`src/rtl/adder_pkg.sv`:
```
// rtl/adder_pkg.sv - shared types and constants for the adder stream controller
package adder_pkg;

    localparam int ADD_WIDTH = 32;

    typedef enum logic {
        IDLE = 1'b0,
        EXEC = 1'b1
    } add_state_t;

    typedef struct packed {
        logic [ADD_WIDTH-1:0] sum;
        logic                 carry;
    } add_result_t;

endpackage

```
`src/rtl/adder_stream_ctrl_result_fifo.sv`:
```
// rtl/adder_stream_ctrl_result_fifo.sv - show-ahead result queue for the adder stream controller
module result_fifo #(
    parameter int W     = 33,
    parameter int DEPTH = 4
) (
    input  logic                   clk,
    input  logic                   rst_n,
    input  logic                   push,
    input  logic [W-1:0]           push_data,
    input  logic                   pop,
    output logic [W-1:0]           head_data,
    output logic [$clog2(DEPTH):0] count,
    output logic                   full,
    output logic                   empty
);

    localparam int PW = $clog2(DEPTH);
    localparam int CW = PW + 1;

    logic [W-1:0]  mem [DEPTH];
    logic [PW-1:0] wr_ptr;
    logic [PW-1:0] rd_ptr;
    logic [CW-1:0] count_q;
    logic          do_push;
    logic          do_pop;

    // A pop frees the slot the push may reuse, so a full queue still accepts a push in the same cycle.
    assign do_pop  = pop && !empty;
    assign do_push = push && (!full || do_pop);

    assign full      = (count_q == CW'(DEPTH));
    assign empty     = (count_q == '0);
    assign count     = count_q;
    assign head_data = mem[rd_ptr];

    // Pointer and occupancy bookkeeping; DEPTH is a power of two so pointers wrap naturally.
    always_ff @(posedge clk or negedge rst_n) begin
        if (!rst_n) begin
            wr_ptr  <= '0;
            rd_ptr  <= '0;
            count_q <= '0;
        end else begin
            if (do_push) wr_ptr <= wr_ptr + PW'(1);
            if (do_pop)  rd_ptr <= rd_ptr + PW'(1);
            case ({do_push, do_pop})
                2'b10:   count_q <= count_q + CW'(1);
                2'b01:   count_q <= count_q - CW'(1);
                default: count_q <= count_q;
            endcase
        end
    end

    // Storage array; contents are meaningless until written, so it carries no reset.
    always_ff @(posedge clk) begin
        if (do_push) mem[wr_ptr] <= push_data;
    end

endmodule

```
`src/rtl/adder_stream_ctrl.sv`:
```
// rtl/adder_stream_ctrl.sv - handshake front/back end around an external combinational adder
module adder_stream_ctrl
    import adder_pkg::*;
#(
    parameter int WIDTH = ADD_WIDTH,
    parameter int DEPTH = 4
) (
    input  logic                   clk,
    input  logic                   rst_n,
    input  logic                   in_valid,
    output logic                   in_ready,
    input  logic [WIDTH-1:0]       in_a,
    input  logic [WIDTH-1:0]       in_b,
    output logic [WIDTH-1:0]       input1,
    output logic [WIDTH-1:0]       input2,
    input  logic [WIDTH-1:0]       answer,
    output logic                   out_valid,
    input  logic                   out_ready,
    output logic [WIDTH-1:0]       out_sum,
    output logic                   out_carry,
    output logic [$clog2(DEPTH):0] count
);

    add_state_t     state;
    add_state_t     state_next;
    logic           load;
    logic           push;
    logic           pop;
    logic           carry;
    logic           fifo_full;
    logic           fifo_empty;
    logic [WIDTH:0] head;

    // A wrapped sum is always smaller than either operand, which gives the carry without a wider adder.
    assign carry = (answer < input1);

    assign in_ready  = (state == IDLE);
    assign load      = in_ready && in_valid;
    assign out_valid = !fifo_empty;
    assign pop       = out_valid && out_ready;
    assign out_sum   = fifo_empty ? '0   : head[WIDTH:1];
    assign out_carry = fifo_empty ? 1'b0 : head[0];

    // State register.
    always_ff @(posedge clk or negedge rst_n) begin
        if (!rst_n) state <= IDLE;
        else        state <= state_next;
    end

    // Next state and FIFO write strobe; EXEC holds until the result has somewhere to go.
    always_comb begin
        state_next = state;
        push       = 1'b0;
        case (state)
            IDLE: begin
                if (in_valid) state_next = EXEC;
            end
            EXEC: begin
                if (!fifo_full || pop) begin
                    push       = 1'b1;
                    state_next = IDLE;
                end
            end
            default: state_next = IDLE;
        endcase
    end

    // Operand registers feeding the adder; held until the next accepted pair.
    always_ff @(posedge clk or negedge rst_n) begin
        if (!rst_n) begin
            input1 <= '0;
            input2 <= '0;
        end else if (load) begin
            input1 <= in_a;
            input2 <= in_b;
        end
    end

    result_fifo #(
        .W     (WIDTH + 1),
        .DEPTH (DEPTH)
    ) u_result_fifo (
        .clk       (clk),
        .rst_n     (rst_n),
        .push      (push),
        .push_data ({answer, carry}),
        .pop       (pop),
        .head_data (head),
        .count     (count),
        .full      (fifo_full),
        .empty     (fifo_empty)
    );

endmodule

```
`config.mk`:
```
export PLATFORM = sky130hd
export DESIGN_NAME = adder_stream_ctrl
export DESIGN_NICKNAME = d
export VERILOG_FILES = /design/src/rtl/adder_pkg.sv /design/src/rtl/adder_stream_ctrl_result_fifo.sv /design/src/rtl/adder_stream_ctrl.sv
export SDC_FILE = /design/constraint.sdc
export NUM_CORES = 1
export LEC_CHECK = 0
export BUFFER_PORTS_ARGS = -buffer_cell sky130_fd_sc_hd__buf_2
export CAP_MARGIN = 15
export CORE_MARGIN = 5
export CORE_UTILIZATION = 45
export CTS_CLUSTER_DIAMETER = 40
export DETAILED_ROUTE_END_ITERATION = 10
export GPL_TIMING_DRIVEN = 0
export PLACE_DENSITY = 0.72
export REMOVE_ABC_BUFFERS = 1
export SLEW_MARGIN = 30
export SYNTH_ARGS = -nofsm -noshare
export SYNTH_HDL_FRONTEND = slang
export SYNTH_SLANG_ARGS = --single-unit
```
`constraint.sdc`:
```
create_clock -name clk -period 2.05 [get_ports clk]
set_clock_uncertainty 0.1 [all_clocks]
set_input_delay 0.41 -clock clk [delete_from_list [all_inputs] [get_ports clk]]
set_output_delay 0.41 -clock clk [all_outputs]
set_load 0.005 [all_outputs]
```
Word level (Yosys, flattened, before mapping)
Memory sizes are Yosys's and may differ from the RTL's.
Cells that the tools add are included.
{ "classes": {"add_sub_neg": 4, "n_lt_le_gt_ge": 1, "n_eq_ne": 3, "n_mux": 10, "bitwise": 1, "n_reduce_logical": 10} }
{ "ops": {"columns": ["cell", "count"], "rows": [
  ["< comparator 32 bit", 1],
  ["two-way mux 32 bit", 1],
  ["two-way mux 1 bit", 7],
  ["case mux 3 bit (2 select lines)", 1],
  ["adder 2 x 1 -> 2 bit, second input constant", 2],
  ["logical AND 1 bit", 4],
  ["adder 3 x 1 -> 3 bit, second input constant", 1],
  ["== test 3 bit, second input constant", 1],
  ["zero test 3 bit", 1],
  ["subtractor 3 x 1 -> 3 bit, second input constant", 1],
  ["== test 2 x 1 -> 1 bit, second input constant", 1],
  ["== test 2 bit, second input constant", 1],
  ["zero test 1 bit", 2],
  ["logical OR 1 bit", 2],
  ["case mux 1 bit (2 select lines)", 1],
  ["nonzero test 2 bit", 1],
  ["NOT 1 bit", 1]
]} }
{ "totals": {"ff_bits": 72, "mem_bits_rw": 132, "inputBits": 100, "output_inout_bits": 102, "n_memories": 1} }
{ "mem_list": {"columns": ["memory", "depth", "width", "rd", "rd_clocked_by_memory_dff", "wr", "line_no", "source"], "rows": [
  ["u_result_fifo.mem", 4, 33, 1, 0, 1, "adder_stream_ctrl_result_fifo.sv:20", "logic [W-1:0] mem [DEPTH];"]
]} }

Logic depth before layout (Yosys ltp)
Gate-level depths: netlist (run 1).
{ "depth": {"ltp_word": 9, "ltp_mapped": 9, "ltp_nobuf": 9} }

Hierarchy
Synthesis (run 1) repeated with hierarchy kept, for this count alone.
{ "hier_totals": {"cells_unflattened": 537, "area_unflattened_um2": 8540.7} }
{ "by_module_without_submodules": {"columns": ["mod", "instances", "cells_per_inst", "area_each_um2", "seq_area_each_um2"], "rows": [
  ["result_fifo", 1, 211, 5190.0, 4139.0],
  ["adder_stream_ctrl", 1, 326, 3350.7, 1626.6]
]} }

Least setup slack after synthesis (run 1)
Ideal clock, no wire load.
{ "synth_timing": {"path_type": "register to register", "start": "register u_result_fifo.count_q[1] (netlist: u_result_fifo.count[1])", "end": "register u_result_fifo.count_q[2] (netlist: u_result_fifo.count[2])", "setup_ps": 80, "arrival_ps": 1921, "required_ps": 1870, "slack_ps": -51, "stages_incl_launch_ff": 9, "n_path_buf": 0, "synth_period_minus_slack_ps": 2101, "path_cell_list": "dfrtp_1 > o41a_1 > inv_1 > ha_1 > inv_1 > fa_1 > xor2_1 > nor2_1 > xnor2_1"} }
{ "synth_via": {"elab_chain_cells": 9, "word_cells_on_any_way": 17} }
{ "synth_lines": {"columns": ["element", "line_no", "source"], "rows": [
  ["start: declaration", "adder_stream_ctrl_result_fifo.sv:23", "logic [CW-1:0] count_q;"],
  ["start signal: assignment", "adder_stream_ctrl_result_fifo.sv:46", "2'b10: count_q <= count_q + CW'(1);"],
  ["start signal: assignment", "adder_stream_ctrl_result_fifo.sv:47", "2'b01: count_q <= count_q - CW'(1);"],
  ["start signal: assignment", "adder_stream_ctrl_result_fifo.sv:48", "default: count_q <= count_q;"],
  ["zero test 3 bit", "adder_stream_ctrl_result_fifo.sv:32", "assign empty = (count_q == '0);"],
  ["zero test 1 bit", "adder_stream_ctrl_result_fifo.sv:28, adder_stream_ctrl.sv:39", null],
  ["logical AND 1 bit", "adder_stream_ctrl.sv:40", "assign pop = out_valid && out_ready;"],
  ["logical OR 1 bit", "adder_stream_ctrl.sv:59", "if (!fifo_full || pop) begin"],
  ["two-way mux 1 bit", "adder_stream_ctrl.sv:59", null],
  ["two-way mux 1 bit", "adder_stream_ctrl.sv:54", "case (state)"],
  ["logical AND 1 bit", "adder_stream_ctrl_result_fifo.sv:29", "assign do_push = push && (!full || do_pop);"],
  ["== test 2 x 1 -> 1 bit / == test 2 bit (equally long branches)", "adder_stream_ctrl_result_fifo.sv:45", "case ({do_push, do_pop})"],
  ["case mux 3 bit (2 select lines) / nonzero test 2 bit (equally long branches)", null, null]
]} }
Several ways; a longest one is shown, not always the timed one.
A chain may end at the register's enable or synchronous reset.

Worst setup path after layout (run 1)
{ "layout_timing": {"start": "register u_result_fifo.rd_ptr[0]", "end": "output port out_sum[12]"} }
{ "layout_via": {"elab_chain_cells": 2} }
{ "layout_lines": {"columns": ["element", "line_no", "source"], "rows": [
  ["start: declaration", "adder_stream_ctrl_result_fifo.sv:22", "logic [PW-1:0] rd_ptr;"],
  ["start signal: assignment", "adder_stream_ctrl_result_fifo.sv:44", "if (do_pop) rd_ptr <= rd_ptr + PW'(1);"],
  ["memory read (4 x 33 bit)", null, null],
  ["two-way mux 32 bit", "adder_stream_ctrl.sv:41", "assign out_sum = fifo_empty ? '0 : head[WIDTH:1];"],
  ["end: declaration", "adder_stream_ctrl.sv:19", "output logic [WIDTH-1:0] out_sum,"]
]} }
Every way passes these cells.

==> results of run 1 <==
## cells in the mapped netlist
cell | number | area, µm²
a2111oi_2 | 1 | 15.0
a21boi_0 | 1 | 7.51
a21o_1 | 2 | 15.0
a21oi_1 | 11 | 55.1
a221oi_1 | 2 | 17.5
and2_1 | 38 | 238
and4_1 | 2 | 17.5
buf_1 | 4 | 15.0
buf_2 | 8 | 40.0
clkbuf_1 | 10 | 37.5
dfrtp_1 | 72 | 1800
edfxtp_1 | 132 | 3960
fa_1 | 1 | 20.0
ha_1 | 36 | 450
inv_1 | 40 | 150
mux2_2 | 33 | 372
mux4_2 | 33 | 743
nand2_1 | 41 | 154
nand2b_1 | 1 | 6.26
nand3_1 | 3 | 15.0
nand4_1 | 4 | 25.0
nor2_1 | 4 | 15.0
nor2b_1 | 1 | 6.26
nor3_1 | 2 | 10.0
nor4b_1 | 1 | 8.76
o21a_1 | 2 | 15.0
o21ai_0 | 36 | 180
o2bb2ai_1 | 1 | 8.76
o31ai_1 | 1 | 7.51
o41a_1 | 1 | 11.3
or4_1 | 1 | 7.51
xnor2_1 | 4 | 35.0
xor2_1 | 2 | 17.5
## worst min-delay path, delay by kind of cell
family / cells / cell delay, ps
AO/OA/AOI/OAI: 1 / 60
AND/OR/NAND/NOR: 1 / 40
buffers and inverters: 1 / 100
## cell families (layout without fill, tap and decap cells)
| logic type | Yosys count | count (layout) |
|---|---|---|
| mux | 66 | 66 |
| flops | 204 | 204 |
| buf+inv | 62 | 403 |
| compound gates | 58 | 58 |
| simple gates | 98 | 100 |
| fa+ha+maj | 37 | 37 |
| xor+xnor | 6 | 6 |
## final cells by class
type / instances / area share (%)
clock inverters: 26 / 2.26
multi-input cells: 267 / 21.7
well taps: 234 / 2.36
flip-flops and latches: 204 / 46.5
inverters: 40 / 1.28
clock buffers: 32 / 6.28
repair buffers: 305 / 19.6
## registers in the layout, indices dropped and copies added (netlist names)
signal,count
u_result_fifo.mem,132
input1,32
input2,32
u_result_fifo.count,3
u_result_fifo.rd_ptr,2
u_result_fifo.wr_ptr,2
state,1
## where the power goes
part	internal, W	total, W	switching (W)	leakage, nW
Sequential	0.00586	0.00655	0.000689	2.07
Combinational	0.00445	0.00807	0.00362	2.59
Clock	0.00323	0.00527	0.00204	0.507
Total	0.0135	0.0199	0.00635	5.16
## what timing repair did
| item | CTS | global route |
|---|---|---|
| buffers inserted | 11 | 3 |
| pin swaps | 39 | 8 |
| cloned | 3 | 2 |
| hold buffers | 77 | 0 |
| endpoints found under the hold margin | 157 | 0 |
| setup endpoints to repair | 76 | 82 |
| gates resized for setup | 74 | 18 |
## how the worst max path moves through the flow
stage          cells past startpoint  slack (ps)                     from                     end
6_report                           4        -490  u_result_fifo.rd_ptr[0]             out_sum[12]
5_1_grt                            4        -550  u_result_fifo.rd_ptr[0]             out_sum[12]
3_3_place_gp                       3       -3890                 in_valid              input2[10]
4_1_cts                            4        -520  u_result_fifo.rd_ptr[0]             out_sum[12]
3_5_place_dp                       7        -800   u_result_fifo.count[0]  u_result_fifo.count[1]
2_1_floorplan                      2       -2260                    state               input1[0]
## routing by layer
metal,part of all wire (%),vias up,GRT usage (%)
met5,0,-,0
met4,1.7,0,5.73
met3,7.7,36,4.81
met2,51,260,37.4
met1,39,2842,26.0
li1,-,2609,-
## stage by stage
stage                     std cells  hold WS (ps)  total power, W  setup WS (ps)
after detailed placement        954           322          0.0127           -805
after CTS                      1103         0.727          0.0195           -520
after floorplan                 509          14.4         0.00981          -2260
after global routing           1108          4.60          0.0210           -550
final                          1108          15.7          0.0199           -492
after global placement          944           387          0.0122          -3890
==> reports/metrics.cfg, run 1 <==
[yosys]
syn_inst=531
seq_area_frac_synth_pct=68.0
ys_types=33
synthXorXnorAreaFrac_pct=0.620
syn_area_mm2=0.00848
synth_mux_area_share_pct=13.1
synth_adder_area_share_pct=5.55
synthSimpleGateAreaFrac_pct=5.93
postSynthAreaPerCell_um2=16.0
synth_top_family_by_area=multiplexers
synth_warnings=0
synth_compound_area_share_pct=3.92
synth-seq-cells=204

[final_layout]
multi_input_area_mm2=0.00270
final_util_pct=66.6
insertedDiodeCount=0
drive_gt1_share_pct=46.1
syn2layout_area_growth_pct=46.3
seq_area_mm2=0.00577
final_common_cell=buf_2
finalNetCount=986
layout_common_cells=buf_2, edfxtp_1, dlygate4sd3_1
fin_area_mm2=0.0124
fillerInstances=1266

[setup_path]
crit_chain=buf_12 > mux4_2 > and2_4 > buf_6
cp.buffers_inverters=2
worst-endpoint-arrival_ps=2030
cp_top_family=multiplexers
critical_path_class=flop to primary output
cp-start-kind=flop
critPathSlowestCell=mux4_2
rrSetupSlack_ps=-190
critical_path.max_fanout=12
cpPeakStageDelay_ps=520
crit_path_end_kind=primary output
crit_required_ps=1540
reg2reg_depth=9
timing.rr.end=u_result_fifo.count[2]
reg2reg_from=u_result_fifo.count[2]

[hold_path]
min_path_type=input pin to flop
hp-start=in_a[15]
holdPathEnd=input1[15]
hold_depth=3

[route]
drt_iter0_markers=208
drc=0
drt-pass1-iter-count=5
via_count=5747
antenna_left=0
routed_via_density=5.19
wl_per_cell_um=20.8
totalWireLength_mm=23.1

[sta]
setup_violations=39
maxClockFrequency_mhz=393
setup-tns-final_ps=-16030
fin_crit_ps=2540
finalCritPeriodShare_pct=124
hold_violations=0
rsz0062_at_grt=true
slew_headroom_pct=64.4
worstMarginPinSlew_ps=535
fin_ws_ps=-492
final_max_slew_viol_count=0

[clock_tree]
cts_made_buffers=31
clockRootBuffer=clkbuf_16
clk-insertion-delay-late_ps=540
clockBufferDepth=3
h-tree-depth=1
numClockSinks=204
clkTransAtPathRegs_ps=60
cts_tree=built

[status]
violations=negative setup slack
outcome=finished, violations left

[global_route]
grt_pass1_vias=6489
grt_pass1_wl_mm=35.5
grt.total_usage_pct=21.1
antenna_found_initial=0
grt_max_degree=38
gr-total-overflow=0

[die]
core-area_mm2=0.0186
start_util_pct=45.5
fp.dieArea_mm2=0.0217
rows=50
num_io_pins=202
die_w_um=147
die_h_um=147

[placement]
place_area_mm2=0.00996
io_buffers=201
globalplace.congestion=0.782
dp_hpwl_mm=13.8

[power_and_ir_drop]
p_leak_nw=5.16
peakVddDrop_uv=790
p_per_area_mw_per_mm2=1600

[flow_run]
cap_violations=0

Power figures use the tool's default switching activity.
==> run 2, diff against run 1 <==
--- a/config.mk
+++ b/config.mk
@@ -8,11 +8,11 @@
 export BUFFER_PORTS_ARGS = -buffer_cell sky130_fd_sc_hd__buf_2
 export CAP_MARGIN = 15
 export CORE_MARGIN = 5
-export CORE_UTILIZATION = 45
+export CORE_UTILIZATION = 48
 export CTS_CLUSTER_DIAMETER = 40
 export DETAILED_ROUTE_END_ITERATION = 10
 export GPL_TIMING_DRIVEN = 0
-export PLACE_DENSITY = 0.72
+export PLACE_DENSITY = 0.76
 export REMOVE_ABC_BUFFERS = 1
 export SLEW_MARGIN = 30
 export SYNTH_ARGS = -nofsm -noshare
==> reports/metrics.cfg, run 2 (same netlist as run 1, synthesis figures left out) <==
[status]
outcome=finished, violations left
violations=negative setup slack

[global_route]
grt.total_usage_pct=21.2
grt_pass1_wl_mm=33.5
gr-total-overflow=0
grt_max_degree=49
grt_pass1_vias=6098
antenna_found_initial=2

[clock_tree]
clockBufferDepth=3
cts_tree=built
numClockSinks=204
h-tree-depth=1
clkTransAtPathRegs_ps=60
cts_made_buffers=26
clockRootBuffer=clkbuf_16
clk-insertion-delay-late_ps=510

[placement]
pre_cts_ws_ps=-659
globalplace.congestion=0.746
dp_hpwl_mm=13.3
io_buffers=201

[sta]
worstMarginPinSlew_ps=476
slew_headroom_pct=68.2
setup_violations=40
hold_violations=0
fin_crit_ps=2500
maxClockFrequency_mhz=400
finalCritPeriodShare_pct=122
setup-tns-final_ps=-14670
final_max_slew_viol_count=0
fin_ws_ps=-450
rsz0062_at_grt=true

[final_layout]
final_util_pct=67.7
finalNetCount=938
top_regs=u_result_fifo.mem: 132 flops, input1: 32 flops, input2: 32 flops
fillerInstances=1153
multi_input_area_mm2=0.00273
layout_common_cells=buf_2, edfxtp_1, dfrtp_1
insertedDiodeCount=0
largest_reg_flops=132
max_flop_register=u_result_fifo.mem
final_common_cell=buf_2
seq_area_mm2=0.00578
syn2layout_area_growth_pct=38.1
drive_gt1_share_pct=49.5

[setup_path]
critical_path_class=flop to primary output
worst-endpoint-arrival_ps=1990
critical_path.max_fanout=17
crit_required_ps=1540
cp-start-kind=flop
crit_path_end_kind=primary output

[route]
via_count=5529
drc=0
drt_iter0_markers=238
met3_length_mm=1.97
wl_per_cell_um=20.5
routed_via_density=5.29
totalWireLength_mm=21.5
routed-wl-met2_mm=11.0
drt-met1-wl_mm=7.96
drt-pass1-iter-count=4
highest-signal-layer=met4
antenna_left=0

[flow_run]
cap_violations=0

[die]
fp.dieArea_mm2=0.0204
rows=48
num_io_pins=202
die_h_um=143
die_w_um=143
start_util_pct=49.0
core-area_mm2=0.0173

[power_and_ir_drop]
peakVddDrop_uv=1040
p_leak_nw=4.85
p_per_area_mw_per_mm2=1610

[hold_path]
min_path_type=input pin to flop

==> run 2: layout make-up <==
class / count / share of cell area [%]
Sequential cell: 204 / 49.3
Multi-Input combinational cell: 268 / 23.3
Timing Repair Buffer: 261 / 16.2
Clock buffer: 34 / 6.26
Tap cell: 225 / 2.40
Inverter: 40 / 1.40
Clock inverter: 14 / 1.12
==> run 2: path summary, 6_finish.rpt <==
check                                   startpoint                     end  slack (ps)  depth (start not counted)
max                        u_result_fifo.rd_ptr[0]               out_carry        -450                          4
min                                       in_a[20]              input1[20]          10                          3
max reg2reg                 u_result_fifo.count[2]  u_result_fifo.count[2]        -300                         10
min reg2reg                             input2[13]              input2[13]         410                          1
max in group asynchronous                    rst_n               input1[9]         980                          3
min in group asynchronous                    rst_n              input1[16]         280                          2
==> run 2: timing repair <==
| action | CTS | global route |
|---|---|---|
| buffers inserted | 24 | 11 |
| gates cloned | 3 | 0 |
| hold endpoints to repair | 38 | 0 |
| pin swaps | 30 | 7 |
| hold buffers | 15 | 0 |
| resized for setup | 50 | 29 |
| setup endpoints to repair | 111 | 92 |
==> run 2: layer usage <==
layer	track usage, %	up-vias
li1	-	2509
met1	25.1	2734
met2	37.2	236
met3	6.33	50
met4	6.60	0
met5	0	-
==> run 2: through the flow <==
stage | total power, W | hold WS [ps] | instances | area [µm²]
6_report | 0.0189 | 14.1 | 1046 | 11700
5_1_grt | 0.0200 | 7.96 | 1046 | 11700
3_3_place_gp | 0.0121 | 386 | 935 | 9680
2_1_floorplan | 0.00981 | 14.4 | 509 | 8390
4_1_cts | 0.0184 | 1.03 | 1035 | 11500
3_5_place_dp | 0.0127 | 271 | 945 | 9970
==> run 2: report_power, final <==
part / switching (W) / internal (W) / total, W
logic: 0.00368 / 0.00434 / 0.00802
clock network: 0.00172 / 0.00268 / 0.00441
registers: 0.000598 / 0.00586 / 0.00646
==> run 2: worst max-delay path, cell delays in order (launching register included) <==
cell,delay [ps]
dfrtp_4,460
buf_12,200
mux4_2,530
and2_4,180
buf_6,110
==> run 3, diff against run 2 <==
--- a/config.mk
+++ b/config.mk
@@ -12,7 +12,7 @@
 export CTS_CLUSTER_DIAMETER = 40
 export DETAILED_ROUTE_END_ITERATION = 10
 export GPL_TIMING_DRIVEN = 0
-export PLACE_DENSITY = 0.76
+export PLACE_DENSITY_LB_ADDON = 0.12
 export REMOVE_ABC_BUFFERS = 1
 export SLEW_MARGIN = 30
 export SYNTH_ARGS = -nofsm -noshare
==> reports/metrics.cfg, run 3 (same netlist as run 1, synthesis figures left out) <==
[status]
outcome=finished, violations left
violations=negative setup slack

[die]
start_util_pct=49.0
fp.dieArea_mm2=0.0204
die_h_um=143
num_io_pins=202
rows=48
die_w_um=143
core-area_mm2=0.0173

[final_layout]
fin_area_mm2=0.0115
max_flop_register=u_result_fifo.mem
layout_common_cells=buf_2, edfxtp_1, dfrtp_1
finalNetCount=916
insertedDiodeCount=0
drive_gt1_share_pct=46.4
largest_reg_flops=132
final_common_cell=buf_2
final_util_pct=66.3
top_regs=u_result_fifo.mem: 132 flops, input1: 32 flops, input2: 32 flops
final_cells=1026
syn2layout_area_growth_pct=35.1

[placement]
globalplace.congestion=0.736
io_buffers=201
dpl.cell_count=942
place_area_mm2=0.00989
dp_hpwl_mm=12.6

[power_and_ir_drop]
peakVddDrop_uv=879
p_leak_nw=4.79
power_w=0.0185
p_per_area_mw_per_mm2=1610

[route]
routed_via_density=5.20
antenna_left=0
drc=0
totalWireLength_mm=19.5
drt-pass1-iter-count=4
via_count=5334
wl_per_cell_um=19.0
drt_iter0_markers=211

[sta]
fin_ws_ps=-469
fin_crit_ps=2520
setup_violations=40
worstMarginPinSlew_ps=566
final_max_slew_viol_count=0
finalCritPeriodShare_pct=123
rsz0062_at_grt=true
hold_violations=0
maxClockFrequency_mhz=397
slew_headroom_pct=62.3

[setup_path]
cpPeakStageDelay_ps=500
worst-endpoint-arrival_ps=2010
crit_path_end_kind=primary output
cp-start-kind=flop
cp.buffers_inverters=3
critical_path_class=flop to primary output
critPathSlowestCell=mux4_2
critical_path.max_fanout=7
crit_chain=buf_6 > buf_16 > mux4_2 > and2_1 > buf_2
cp_top_family=multiplexers
crit_required_ps=1540

[flow_run]
cap_violations=0

[clock_tree]
clockBufferDepth=3
h-tree-depth=1
numClockSinks=204
cts_made_buffers=28
cts_tree=built
clkTransAtPathRegs_ps=60
clockRootBuffer=clkbuf_16
clk-insertion-delay-late_ps=520

[hold_path]
min_path_type=input pin to flop

[global_route]
grt_pass1_wl_mm=30.6
gr-total-overflow=0
grt_max_degree=48
grt.total_usage_pct=19.3
antenna_found_initial=1
grt_pass1_vias=5974

run 3: changes by cell type in the layout (fill, tap and decap cells not counted), moves of 5 or more:
cell / previous run / this run
buf_12: 8 / 2
buf_2: 183 / 178
buf_4: 25 / 7
clkinvlp_4: 5 / 0
dlygate4sd3_1: 15 / 21
inv_1: 31 / 39
run 3: final cells by class:
class / instances / area [µm²]
tap: 225 / 282
multi-input combinational: 265 / 2620
sequential: 204 / 5770
inverter: 40 / 150
timing repair buffer: 240 / 1670
fill: 1236 / 5830
clock inverter: 18 / 193
clock buffer: 34 / 776
run 3: metal layers:
layer | track usage (%) | part of all wire (%)
met2 | 35.1 | 52
met4 | 4.50 | 1.6
met3 | 5.63 | 7.9
met5 | 0 | 0.10
met1 | 22.5 | 38
run 3: through the flow:
step	hold slack, ps	worst slack (ps)	TNS [ps]
floorplan	14.4	-2260	-170300
global placement	384	-3920	-410460
detailed placement	269	-433	-5220
CTS	2.21	-510	-16930
global route	0.0269	-552	-18030
finish	13.8	-469	-15000
run 3: worst paths after layout:
| check | startpoint | end | slack, ps | cells past startpoint |
|---|---|---|---|---|
| worst max-delay path | u_result_fifo.rd_ptr[0] | out_sum[24] | -470 | 5 |
| worst min-delay path | in_a[31] | input1[31] | 10 | 3 |
| worst max register to register | u_result_fifo.count[0] | u_result_fifo.count[1] | -210 | 7 |
| worst min register to register | input2[29] | input2[29] | 400 | 1 |
| max in group asynchronous | rst_n | input1[29] | 1000 | 3 |
| min in group asynchronous | rst_n | input2[8] | 270 | 2 |
run 3: worst reg2reg max path, stage by stage (launching register included):
cell	delay (ps)
dfrtp_1	420
inv_1	130
nand3_2	250
and2_1	300
ha_1	240
inv_1	90
fa_1	430
o21ai_0	220
run 3: power by group:
group          total, W  switching, W  internal (W)
Combinational   0.00717       0.00324       0.00393
Clock           0.00487       0.00186       0.00301
Sequential      0.00644      0.000578       0.00586
run 3: timing repair:
item	4_1_cts	5_1_grt
cloned	3	0
pin swaps	29	4
hold buffers	21	0
gates resized for setup	46	21
endpoints found under the hold margin	45	0
endpoints found under the setup margin	40	40
buffers inserted	9	2
